**src/rtl/rtf65002_icache_pkg.sv**
```systemverilog
// rtf65002_icache_pkg: shared state encoding and bus constants for the I-cache fill controller
package rtf65002_icache_pkg;

    typedef enum logic [1:0] {
        S_IDLE,
        S_FILL,
        S_SETTLE,
        S_INV
    } state_t;

    localparam logic [2:0] CTI_CLASSIC = 3'b000;
    localparam logic [2:0] CTI_INCR    = 3'b010;
    localparam logic [2:0] CTI_EOB     = 3'b111;

    localparam int LINE_WORDS = 4;
    localparam int TAG_LINES  = 256;

endpackage

```
**src/rtl/rtf65002_icachefill.sv**
```systemverilog
// rtf65002_icachefill: I-cache miss handler, 4-word Wishbone line fill; ICACHE_INVALIDATE_EN adds invalidate-all
module rtf65002_icachefill
    import rtf65002_icache_pkg::*;
#(
    parameter int SETTLE_CYCLES = 2,
    parameter int BURST_EN      = 1
) (
    input  logic        clk_i,
    input  logic        rst_i,
    input  logic        req_i,
    input  logic [31:0] pc_i,
    input  logic        hit0_i,
    input  logic        hit1_i,
    input  logic        inv_i,
    output logic        cyc_o,
    output logic        stb_o,
    output logic [2:0]  cti_o,
    output logic [1:0]  bte_o,
    output logic [33:0] adr_o,
    input  logic        ack_i,
    input  logic        err_i,
    input  logic [31:0] dat_i,
    output logic        wr_o,
    output logic [33:0] wadr_o,
    output logic [31:0] wdat_o,
    output logic        busy_o,
    output logic        ierr_o
);

    state_t      r_state, w_next;
    logic [31:0] r_rpc;
    logic        r_rreq;
    logic [27:0] r_base;
    logic [1:0]  r_cnt;
    logic [7:0]  r_scnt;
    logic [7:0]  r_idx;
    logic        r_wr;
    logic [33:0] r_wadr;
    logic [31:0] r_wdat;
    logic        r_ierr;
    logic [31:0] w_rpc8;
    logic        w_miss0, w_miss1, w_ack, w_err, w_inv, w_fill;

`ifdef ICACHE_INVALIDATE_EN
    assign w_inv = inv_i;
`else
    logic w_unused_inv;
    assign w_unused_inv = inv_i;
    assign w_inv        = 1'b0;
`endif

    assign w_rpc8  = r_rpc + 32'd8;
    assign w_miss0 = r_rreq && !hit0_i;
    assign w_miss1 = r_rreq && !hit1_i;
    assign w_fill  = r_state == S_FILL;
    // err_i beats a simultaneous ack_i so a faulted word is never written
    assign w_ack   = w_fill && ack_i && !err_i;
    assign w_err   = w_fill && err_i;

    assign cyc_o  = w_fill;
    assign stb_o  = w_fill;
    assign bte_o  = 2'b00;
    assign cti_o  = (w_fill && BURST_EN != 0) ? ((r_cnt == 2'(LINE_WORDS - 1)) ? CTI_EOB : CTI_INCR) : CTI_CLASSIC;
    assign adr_o  = w_fill ? {2'b00, r_base, r_cnt, 2'b00} : 34'h0;
    assign busy_o = r_state != S_IDLE;
    assign wr_o   = r_wr;
    assign wadr_o = r_wadr;
    assign wdat_o = r_wdat;
    assign ierr_o = r_ierr;

    // next-state selection
    always_comb begin
        w_next = r_state;
        case (r_state)
            S_IDLE:   w_next = w_inv ? S_INV : (w_miss0 || w_miss1) ? S_FILL : S_IDLE;
            S_FILL:   w_next = (w_err || (w_ack && r_cnt == 2'(LINE_WORDS - 1))) ? S_SETTLE : S_FILL;
            S_SETTLE: w_next = (r_scnt == 8'(SETTLE_CYCLES - 1)) ? S_IDLE : S_SETTLE;
            S_INV:    w_next = (r_idx == 8'(TAG_LINES - 1)) ? S_SETTLE : S_INV;
            default:  w_next = S_IDLE;
        endcase
    end

    // state register
    always_ff @(posedge clk_i) begin
        if (rst_i)
            r_state <= S_IDLE;
        else
            r_state <= w_next;
    end

    // fetch alignment, fill counters, registered cache write port and sticky error
    always_ff @(posedge clk_i) begin
        if (rst_i) begin
            r_rpc  <= 32'h0;
            r_rreq <= 1'b0;
            r_base <= 28'h0;
            r_cnt  <= 2'd0;
            r_scnt <= 8'd0;
            r_idx  <= 8'd0;
            r_wr   <= 1'b0;
            r_wadr <= 34'h0;
            r_wdat <= 32'h0;
            r_ierr <= 1'b0;
        end else begin
            r_rpc  <= pc_i;
            r_rreq <= req_i;
            r_wr   <= w_ack;
            if (r_state == S_IDLE) begin
                r_cnt  <= 2'd0;
                r_scnt <= 8'd0;
                r_idx  <= 8'd0;
                r_base <= w_miss0 ? r_rpc[31:4] : w_rpc8[31:4];
            end
            if (w_ack) begin
                r_wadr <= {2'b00, r_base, r_cnt, 2'b01};
                r_wdat <= dat_i;
                r_cnt  <= r_cnt + 2'd1;
            end
            if (r_state == S_SETTLE)
                r_scnt <= r_scnt + 8'd1;
            if (r_state == S_INV) begin
                r_wr   <= 1'b1;
                r_wadr <= {22'h0, r_idx, 4'b1100};
                r_idx  <= r_idx + 8'd1;
            end
            if (w_err)
                r_ierr <= 1'b1;
            else if (r_state == S_IDLE && r_rreq && hit0_i && hit1_i)
                r_ierr <= 1'b0;
        end
    end

endmodule
```
**config.mk**
```make
export PLATFORM = sky130hd
export DESIGN_NAME = rtf65002_icachefill
export DESIGN_NICKNAME = d
export VERILOG_FILES = /design/src/rtl/rtf65002_icache_pkg.sv /design/src/rtl/rtf65002_icachefill.sv
export SDC_FILE = /design/constraint.sdc
export NUM_CORES = 1
export LEC_CHECK = 0
export BUFFER_PORTS_ARGS = -buffer_cell sky130_fd_sc_hd__buf_2
export CAP_MARGIN = 20
export CORE_UTILIZATION = 44
export CTS_BUF_LIST = sky130_fd_sc_hd__clkbuf_16
export DETAILED_ROUTE_END_ITERATION = 10
export PLACE_DENSITY = 0.77
export SLEW_MARGIN = 20
export SYNTH_ARGS = -nofsm -noshare
export SYNTH_HDL_FRONTEND = slang
export SYNTH_SLANG_ARGS = --single-unit
```
**constraint.sdc**
```tcl
create_clock -name clk_i -period 1.7 [get_ports clk_i]
set_input_delay 0.255 -clock clk_i [delete_from_list [all_inputs] [get_ports clk_i]]
set_output_delay 0.255 -clock clk_i [all_outputs]
set_load 0.01 [all_outputs]
```
* After elaboration in Yosys (flattened, before gate mapping)
Index checks and enable logic that the tools add are counted.
Storage, ports and cells: register bits after elaboration 146, input port bits 72, logic and storage cells 63
Operators by class: $add $sub $neg 4, equal/unequal tests 6, muxes and demuxes 19, reduce and logical (&&, ||, !) cells 22
Operator list (count):
- adder 32 x 4 -> 32 bit (second input constant) | 1
- 2-to-1 mux 32 bit | 1
- 2-to-1 mux 28 bit | 1
- 2-to-1 mux 12 bit | 2
- 2-to-1 mux 8 bit | 3
- adder 8 x 1 -> 8 bit (second input constant) | 2
- nonzero test 2 bit | 6
- logical AND 1 bit | 9
- equality test 8 x 1 -> 1 bit (second input constant) | 1
- equality test 8 bit (second input constant) | 1
- 2-to-1 mux 2 bit | 4
- case mux 2 bit (4 select lines) | 1
- equality test 2 bit (second input constant) | 3
- 2-to-1 mux 3 bit | 2
- 2-to-1 mux 1 bit | 5
- logical NOT 1 bit | 3
- adder 2 x 1 -> 2 bit (second input constant) | 1
- equality test 2 x 1 -> 1 bit (second input constant) | 1
- logical NOT 2 bit | 1
- logical OR 1 bit | 2
- OR reduction 2 bit | 1

* Longest topological paths before layout
Gate-level depths: netlist (run 1).
depth in word-level cells 7, depth in mapped cells 8

* Worst setup path after synthesis (run 1)
Ideal clock, no wire load.
path kind reg-to-reg, start point register r_state[1], end point register r_wdat[28], in the netlist wdat_o[28], setup time 0.071 ns, arrival time 1.801 ns, path slack -0.172 ns, cell stages (with the launch flop) 9, path buffers 3, cell sequence dfxtp_1 -> inv_1 -> ha_1 -> clkbuf_1 -> and3b_1 -> clkbuf_1 -> buf_1 -> nand2_1 -> a21oi_1
On the way: cells in the longest elaborated chain, start to end 3
RTL lines:
- start: declaration | RTL line rtf65002_icachefill.sv:30 | state_t r_state, w_next;
- start signal: assignment | RTL line rtf65002_icachefill.sv:88 | r_state <= w_next;
- equality test 2 x 1 -> 1 bit | RTL line rtf65002_icachefill.sv:55 | assign w_fill = r_state == S_FILL;
- via cyc_o | RTL line rtf65002_icachefill.sv:15 | output logic cyc_o,
- logical AND 1 bit (2 in a row) | RTL line rtf65002_icachefill.sv:57 | assign w_ack = w_fill && ack_i && !err_i;
- end signal: assignment | RTL line rtf65002_icachefill.sv:116 | r_wdat <= dat_i;
- end: declaration | RTL line rtf65002_icachefill.sv:39 | logic [31:0] r_wdat;
The timed path passes the listed nets, and every way through them passes these cells. A chain may end at the register's enable or synchronous reset.

* Worst setup path in the final report (run 1)
start point register r_state[1], end point output adr_o[27]
On the way: cells in the longest elaborated chain, start to end 2
RTL lines:
- equality test 2 x 1 -> 1 bit | RTL line rtf65002_icachefill.sv:55
- 2-to-1 mux 32 bit | RTL line rtf65002_icachefill.sv:64 | assign adr_o = w_fill ? {2'b00, r_base, r_cnt, 2'b00} : 34'h0;
- end: declaration | RTL line rtf65002_icachefill.sv:19 | output logic [33:0] adr_o,
Every way passes these cells.

==> impl_metrics.tcl, run 1 <==
set metrics [dict create \
    diodes 0 \
    ctsHoldBuffers 0 \
    root_buffer "clkbuf_16" \
    portBuffers 168 \
    nFillCells 1186 \
    cpPeakStageDelay_ns 0.33 \
    final-seq-area_um2 2870 \
    wirelength_um 18500 \
    grt_usage_pct 23.5 \
    area_growth_pct 39.7 \
    yosysMostFrequentCell "nand2_1" \
    first_global_vias 5285 \
    ant_nets 0 \
    ys_seq_elements 143 \
    drv_cap 0 \
    synth_commonest_cells "nand2_1, dfxtp_1, a21oi_1" \
    dieWidth_um 121 \
    setup_viol 33 \
    drive_gt1_share_pct 33.8 \
    cp.arrival_ns 1.51 \
    cp_data_required_time_ns 1.44 \
    rows 43 \
    power_frac_clock_pct 43.4 \
    crit_path_end_kind "output port" \
    fin_ws_ns -0.0679 \
    p_per_area_nw_per_um2 889 \
    fmax_ghz 0.566 \
    start_kind "register" \
    tns_ns -1.15 \
    vias 6102 \
    synth_top_cell_by_area "dfxtp_1" \
    core_region_area_um2 13800 \
    io_pins 182 \
    net-switching-power_mw 1.90 \
    outcome "finished, violations left" \
    clk_latency_ns 0.42 \
    tightest_slew_ns 0.526 \
    cts_buffers 17 \
    place_ws_ns -0.0116 \
    clock_path_buffers 2 \
    hold_path_class "input pin to register" \
    initial_core_util_pct 45.0 \
    synth_top_area_share_pct 46.0 \
    htree_levels 4 \
    antenna_found_initial 0 \
    grt_max_degree 66 \
    seqPwrFrac_pct 46.5 \
    post-route-period-util_pct 104 \
    crit_chain "inv_4, ha_4, clkbuf_16, and2_1, buf_2" \
    relSlewSlack_pct 64.9 \
    ys_seq_area_share_pct 46.0 \
    cp_max_fo 6 \
    die_area_um2 14600 \
    async_flop_share_pct 0 \
    ys_types 50 \
    cts.sinks 143 \
    swShare_pct 24.6 \
    fin_skew_ns 0.00648 \
    ys_warn_count 0 \
    vias_per_cell 5.29 \
    ys.flop_type "dfxtp_1" \
    gr-total-overflow 0 \
    netlist_instances 757 \
    critPathSlowestCell "dfxtp_2" \
    dpl.hpwl_um 11900 \
    first_pass_iters 5 \
    place.gp.congestion 0.912 \
    grt_first_pass_wirelength_um 26500 \
    synth.area.top_cells "dfxtp_1, nand2_1, a21oi_1" \
    die_h_um 121 \
    synth_area_per_cell_um2 8.21 \
    power.internal_mw 5.82 \
    fin_util_pct 62.8 \
    nets 1044 \
    drt-initial-drc-count 626 \
    clk_pin_slew_ns 0.06 \
    violations "negative setup slack" \
    share_comb_of_total_power_pct 10.2 \
    multi_input_area_um2 3240 \
    maxSlewViolCount 0 \
    synth-edff-count 0 \
    rsz0062_at_grt "true" \
    ir_drop_v 0.000764 \
    min_period_ns 1.77 \
    drt-wirelength-per-cell_um 16.1 \
    hold_viol 0 \
    syn-cell-area_um2 6220 \
    cts_tree "done" \
    critPathKind "register to output port" \
    p_leak_nw 3.62 \
    route.detailed.drc 0 \
]
-- cells by family (layout without fill, tap and decap cells) --
family                     after synthesis  count (layout)  synth area share (%)
xor gates and xnor gates                13              13                  1.83
buffers and inverters                   79             288                  5.61
muxes                                    5               5                 0.865
and+or+nand+nor                        380             380                  30.5
AOI/OAI and AO/OA                      126             126                  13.1
DFF                                    143             143                  46.0
other                                    1               9                0.0603
adders and majority gates               10              10                  2.01
-- metal layers --
layer / global-route usage [%] / share of wire (%) / vias to the layer above
met5: 0 / 0 / -
met4: 12.6 / 3.0 / 0
met3: 4.79 / 6.1 / 42
met2: 37.3 / 49 / 249
met1: 29.9 / 42 / 2804
li1: - / - / 3007
-- critical path, delay by kind of cell, from the launching register on --
| family | cells | cell delay, ns |
|---|---|---|
| adder cells (fa/ha/maj) | 1 | 0.25 |
| buffers and inverters | 3 | 0.39 |
| flip-flops | 1 | 0.33 |
| AND/OR/NAND/NOR | 1 | 0.12 |
-- state kept, by name, summed over array words and instances (netlist names), 2 cells and up --
signal,flops
r_rpc,29
wadr_o,31
r_base,28
r_scnt,8
wdat_o,32
r_state,2
r_cnt,2
r_idx,8
-- path summary, 6_finish.rpt --
kind / startpoint / to / slack (ns) / cells after the start
worst max-delay path: r_state[1] / adr_o[27] / -0.07 / 5
worst min-delay path: pc_i[21] / r_rpc[21] / 0.04 / 2
worst max register to register: r_state[1] / r_base[24] / 0.03 / 8
worst min register to register: wadr_o[12] / wadr_o[12] / 0.45 / 2
-- placed cells by master (no fill, tap or decap), types with 5 or more instances in the layout --
master      count
nand4_1        18
nor3_1         11
or4_1           7
buf_12          5
nor2_1         49
buf_2         141
nor4_1          7
conb_1          9
o31ai_1        10
a21oi_1        63
buf_4          58
and2_4         24
nand3_1        25
clkinvlp_4      5
a211oi_1        9
and2_1         11
nand2_1       149
a311oi_1       14
ha_1            8
and3_1          7
clkbuf_16      20
inv_1          13
dfxtp_1       141
o21ai_0         6
nor2b_1        32
buf_6          33
a32oi_1         5
xnor2_1         7
xor2_1          6
-- area by class of cell --
| cell class | count | area share [%] |
|---|---|---|
| Multi-Input combinational cell | 543 | 37.3 |
| Timing Repair Buffer | 243 | 20.2 |
| Sequential cell | 143 | 33.0 |
| Clock inverter | 14 | 1.21 |
| Inverter | 14 | 0.677 |
| Clock buffer | 17 | 4.90 |
| Tap cell | 180 | 2.59 |
-- through the flow --
step                instance area, um2  hold WS (ns)  total power, mW  cells
finish                            8680        0.0396             7.72   1154
CTS                               8340        0.0298             7.69   1144
detailed placement                7510         0.443             4.28   1104
floorplan                         6260         0.383             3.99    765
global placement                  7510         0.439             4.26   1104
global route                      8680        0.0359             8.00   1154
-- power by group through the flow --
stage / clock network (mW) / registers (mW) / logic [mW]
6_report: 3.35 / 3.59 / 0.784
2_1_floorplan: 0 / 3.62 / 0.366
4_1_cts: 3.40 / 3.58 / 0.716
3_3_place_gp: 0 / 3.64 / 0.620
3_5_place_dp: 0 / 3.65 / 0.630
5_1_grt: 3.56 / 3.60 / 0.846
-- what timing repair did --
action,in CTS,in global routing
endpoints found under the hold margin,0,0
cloned,2,4
setup endpoints to repair,37,85
pin swaps,5,4
setup buffers,7,6
gates resized for setup,48,53
No activity file was read; power rests on OpenSTA's default activity.
==> run 2: changes to the inputs <==
CORE_UTILIZATION = 40   (was 44)
CTS_CLUSTER_DIAMETER = 60   (was default)
PLACE_DENSITY = 0.72   (was 0.77)
==> impl_metrics.tcl, run 2 (synthesis results as in run 1) <==
set metrics [dict create \
    outcome "finished, violations left" \
    violations "negative setup slack" \
    met2_usage_pct 33.4 \
    htree_levels 4 \
    post-route-period-util_pct 105 \
    antenna_found_initial 0 \
    setup.worst_path.start "r_state[1]" \
    core_region_area_um2 15200 \
    hold_viol 0 \
    die_area_um2 16000 \
    min_path_cells 2 \
    ir_drop_v 0.000722 \
    portBuffers 168 \
    nFillCells 1330 \
    ctsHoldBuffers 0 \
    wirelength_um 18000 \
    critPathKind "register to output port" \
    nets 1043 \
    maxSlewViolCount 0 \
    grt_usage_pct 21.3 \
    r2r_slack_ns 0 \
    timing.rr.start "r_state[1]" \
    setup_viol 29 \
    min_period_ns 1.78 \
    hold_path_class "input pin to register" \
    first_global_vias 5279 \
    place.gp.congestion 0.914 \
    cp_data_required_time_ns 1.44 \
    cp.arrival_ns 1.52 \
    r2r_cells 10 \
    first_pass_iters 5 \
    place_inst 1111 \
    vias 5976 \
    dpl.hpwl_um 12000 \
    place_ws_ns -0.0345 \
    fin_skew_ns 0.00630 \
    die_h_um 127 \
    cts_buffers 17 \
    fmax_ghz 0.562 \
    fin_ws_ns -0.0793 \
    largest_reg_flops 32 \
    drt-initial-drc-count 459 \
    p_per_area_nw_per_um2 905 \
    min_to "r_rpc[17]" \
    grtUsageMet1_pct 27.7 \
    dieWidth_um 127 \
    layout_commonest_cell "nand2_1" \
    clock_path_buffers 2 \
    drt-wirelength-per-cell_um 15.5 \
    rows 45 \
    cp_max_fo 5 \
    final_cell_mix "nand2_1, dfxtp_1, buf_2" \
    rsz0062_at_grt "true" \
    clk_pin_slew_ns 0.06 \
    route.detailed.drc 0 \
    vias_per_cell 5.14 \
    initial_core_util_pct 40.9 \
    r2r_end "wadr_o[24]" \
    root_buffer "clkbuf_16" \
    drv_cap 0 \
    busiest_layer "met2" \
    layoutNonFillerInstCount 1162 \
    crit_path_end_kind "output port" \
    p_leak_nw 3.65 \
    diodes 0 \
    start_kind "register" \
    ant_nets 0 \
    min-delay-start "pc_i[17]" \
    area_growth_pct 41.0 \
    gr-total-overflow 0 \
    grt_first_pass_wirelength_um 26900 \
    use_met3_pct 4.39 \
    cts_tree "done" \
    cts.sinks 143 \
    drive_gt1_share_pct 34.7 \
    clk_latency_ns 0.42 \
    io_pins 182 \
    grt_max_degree 42 \
]
## run 2: stage by stage
stage | cell area, um2 | util (%) | power (mW) | TNS (ns) | hold slack (ns)
6_report | 8770 | 57.7 | 7.93 | -0.621 | 0.0391
5_1_grt | 8770 | 57.7 | 8.23 | -1.58 | 0.0301
4_1_cts | 8310 | 54.7 | 7.92 | -1.34 | 0.0224
3_5_place_dp | 7510 | 49.4 | 4.27 | -0.138 | 0.443
3_3_place_gp | 7510 | 49.4 | 4.27 | 0 | 0.438
2_1_floorplan | 6260 | - | 3.99 | -2.49 | 0.383
## run 2: metal layers
metal / up-vias / share of wire [%]
met1: 2698 / 45
li1: 3005 / -
met4: 0 / 3.3
met2: 238 / 46
met5: - / 0
met3: 35 / 6.1
## run 2: layout make-up
| type | count | area [um2] | share of cell area (%) |
|---|---|---|---|
| Inverter | 14 | 58.8 | 0.671 |
| Tap cell | 188 | 235 | 2.68 |
| Timing Repair Buffer | 242 | 1780 | 20.3 |
| Multi-Input combinational cell | 543 | 3250 | 37.1 |
| Sequential cell | 143 | 2870 | 32.8 |
| Clock inverter | 15 | 145 | 1.66 |
| Clock buffer | 17 | 425 | 4.85 |
## run 2: worst max-delay path by stage
stage / to / slack, ns
3_3_place_gp: r_base[23] / 0.02
5_1_grt: adr_o[2] / -0.11
3_5_place_dp: r_base[19] / -0.03
4_1_cts: adr_o[10] / -0.08
6_report: adr_o[2] / -0.08
2_1_floorplan: wdat_o[28] / -0.05
## run 2: report_power, final
group | leakage, nW | switching, mW | internal, mW
sequential | 1.17 | 0.115 | 3.47
combinational | 2.21 | 0.392 | 0.375
clock | 0.270 | 1.43 | 2.15
## run 2: critical path: stages (launching register included)
cell and delay, ns:
dfxtp_2 0.35, inv_4 0.04, ha_4 0.20, buf_6 0.13, buf_6 0.12, and2_4 0.15
buf_6 0.11
## run 2: what timing repair did
action | in CTS | in global routing
pin swaps | 4 | 4
setup buffers | 9 | 4
resized for setup | 33 | 75
cloned | 1 | 5
setup endpoints to repair | 39 | 117
==> run 3: changes to the inputs <==
CORE_ASPECT_RATIO = 1.1   (was default)
==> impl_metrics.tcl, run 3 (synthesis results as in run 1) <==
set metrics [dict create \
    diodes 0 \
    drt-wirelength-per-cell_um 15.2 \
    gr-total-overflow 0 \
    ir_drop_v 0.000793 \
    design_area_um2 8510 \
    initial_core_util_pct 41.1 \
    antenna_found_initial 0 \
    drv_cap 0 \
    area_growth_pct 36.8 \
    min_period_ns 1.74 \
    cts_buffers 17 \
    r2r_slack_ns 0.07 \
    r2r_cells 4 \
    holdWs_ns 0.0422 \
    net-switching-power_mw 1.87 \
    grt_max_degree 55 \
    clock_path_buffers 2 \
    tightest_slew_ns 0.537 \
    cts_tree "done" \
    vias_per_cell 5.17 \
    clk_pin_slew_ns 0.06 \
    core_region_area_um2 15100 \
    final_cell_mix "buf_2, nand2_1, dfxtp_1" \
    post-route-period-util_pct 102 \
    ant_nets 0 \
    cp.arrival_ns 1.48 \
    timing.rr.start "r_rpc[7]" \
    cts.sinks 143 \
    p_per_area_nw_per_um2 987 \
    die_area_um2 16000 \
    critPathKind "register to output port" \
    power_frac_clock_pct 48.9 \
    cp_data_required_time_ns 1.44 \
    power.internal_mw 6.52 \
    rsz0062_at_grt "true" \
    ctsHoldBuffers 0 \
    placedInstanceArea_um2 7490 \
    io_pins 182 \
    hold_path_class "input pin to register" \
    outcome "finished, violations left" \
    drive_gt1_share_pct 31.3 \
    fin_ws_ns -0.0378 \
    fin_skew_ns 0.00815 \
    crit_path_end_kind "output port" \
    cp_max_fo 12 \
    root_buffer "clkbuf_16" \
    portBuffers 168 \
    clk_latency_ns 0.43 \
    route.detailed.drc 0 \
    layout_commonest_cell "buf_2" \
    place.gp.congestion 0.887 \
    grt_first_pass_wirelength_um 26500 \
    start_kind "register" \
    first_pass_iters 7 \
    die_h_um 133 \
    dpl.hpwl_um 11900 \
    htree_levels 4 \
    nets 1036 \
    dieWidth_um 121 \
    setup_viol 31 \
    largest_reg_flops 32 \
    violations "negative setup slack" \
    seqPwrFrac_pct 42.7 \
    relSlewSlack_pct 64.2 \
    place_ws_ns -0.0708 \
    hold_viol 0 \
    drt-initial-drc-count 442 \
    r2r_end "r_base[13]" \
    maxSlewViolCount 0 \
    share_comb_of_total_power_pct 8.4 \
    fmax_ghz 0.575 \
    fin_util_pct 56.3 \
    swShare_pct 22.3 \
    vias 6007 \
    grt_usage_pct 21.0 \
    wirelength_um 17600 \
    setup.worst_path.start "r_state[1]" \
    rows 47 \
    endpoint "adr_o[25]" \
    p_leak_nw 3.60 \
    first_global_vias 5398 \
]
## run 3: how the worst min path moves through the flow
| stage | start | end | cells after the start |
|---|---|---|---|
| 3_5_place_dp | wdat_o[0] | wdat_o[0] | 2 |
| 5_1_grt | pc_i[22] | r_rpc[22] | 2 |
| 3_3_place_gp | wdat_o[2] | wdat_o[2] | 2 |
| 6_report | pc_i[19] | r_rpc[19] | 2 |
| 4_1_cts | pc_i[20] | r_rpc[20] | 2 |
| 2_1_floorplan | pc_i[10] | r_rpc[10] | 1 |
## run 3: what timing repair did
action	in CTS	in global routing
pin swaps	2	0
cloned	1	3
endpoints found under the setup margin	37	105
resized for setup	24	35
setup buffers	4	4
## run 3: critical path, cell delays in order, from the launching register on
cell	delay, ns
dfxtp_2	0.36
inv_4	0.06
ha_4	0.19
buf_8	0.15
and2_1	0.17
buf_2	0.14
## run 3: metrics by stage
step | power [mW] | cells | setup TNS (ns)
floorplan | 3.99 | 765 | -2.49
global placement | 4.26 | 1119 | 0
detailed placement | 4.27 | 1119 | -0.149
CTS | 8.40 | 1155 | -0.382
global route | 8.69 | 1162 | -1.95
finish | 8.39 | 1162 | -0.398
## run 3: layer usage
layer | up-vias | routed length (um) | GRT usage [%]
met5 | - | 0 | 0
met4 | 0 | 416 | 8.64
met3 | 33 | 1170 | 5.09
met2 | 245 | 8460 | 34.3
met1 | 2736 | 7550 | 26.4
li1 | 2993 | - | -
## run 3: power groups by stage
stage / Sequential (mW) / Combinational (mW) / Clock, mW
after CTS: 3.58 / 0.660 / 4.16
after global routing: 3.60 / 0.772 / 4.32
after detailed placement: 3.65 / 0.619 / 0
after global placement: 3.64 / 0.616 / 0
after floorplan: 3.62 / 0.366 / 0
final: 3.58 / 0.704 / 4.11
## run 3: area by class of cell
cell class                 instances  area, um2
fill                            1372       6610
multi-input combinational        544       3160
sequential                       143       2870
timing repair buffer             234       1530
clock buffer                      17        425
tap                              196        245
clock inverter                    14        224
inverter                          14       55.1
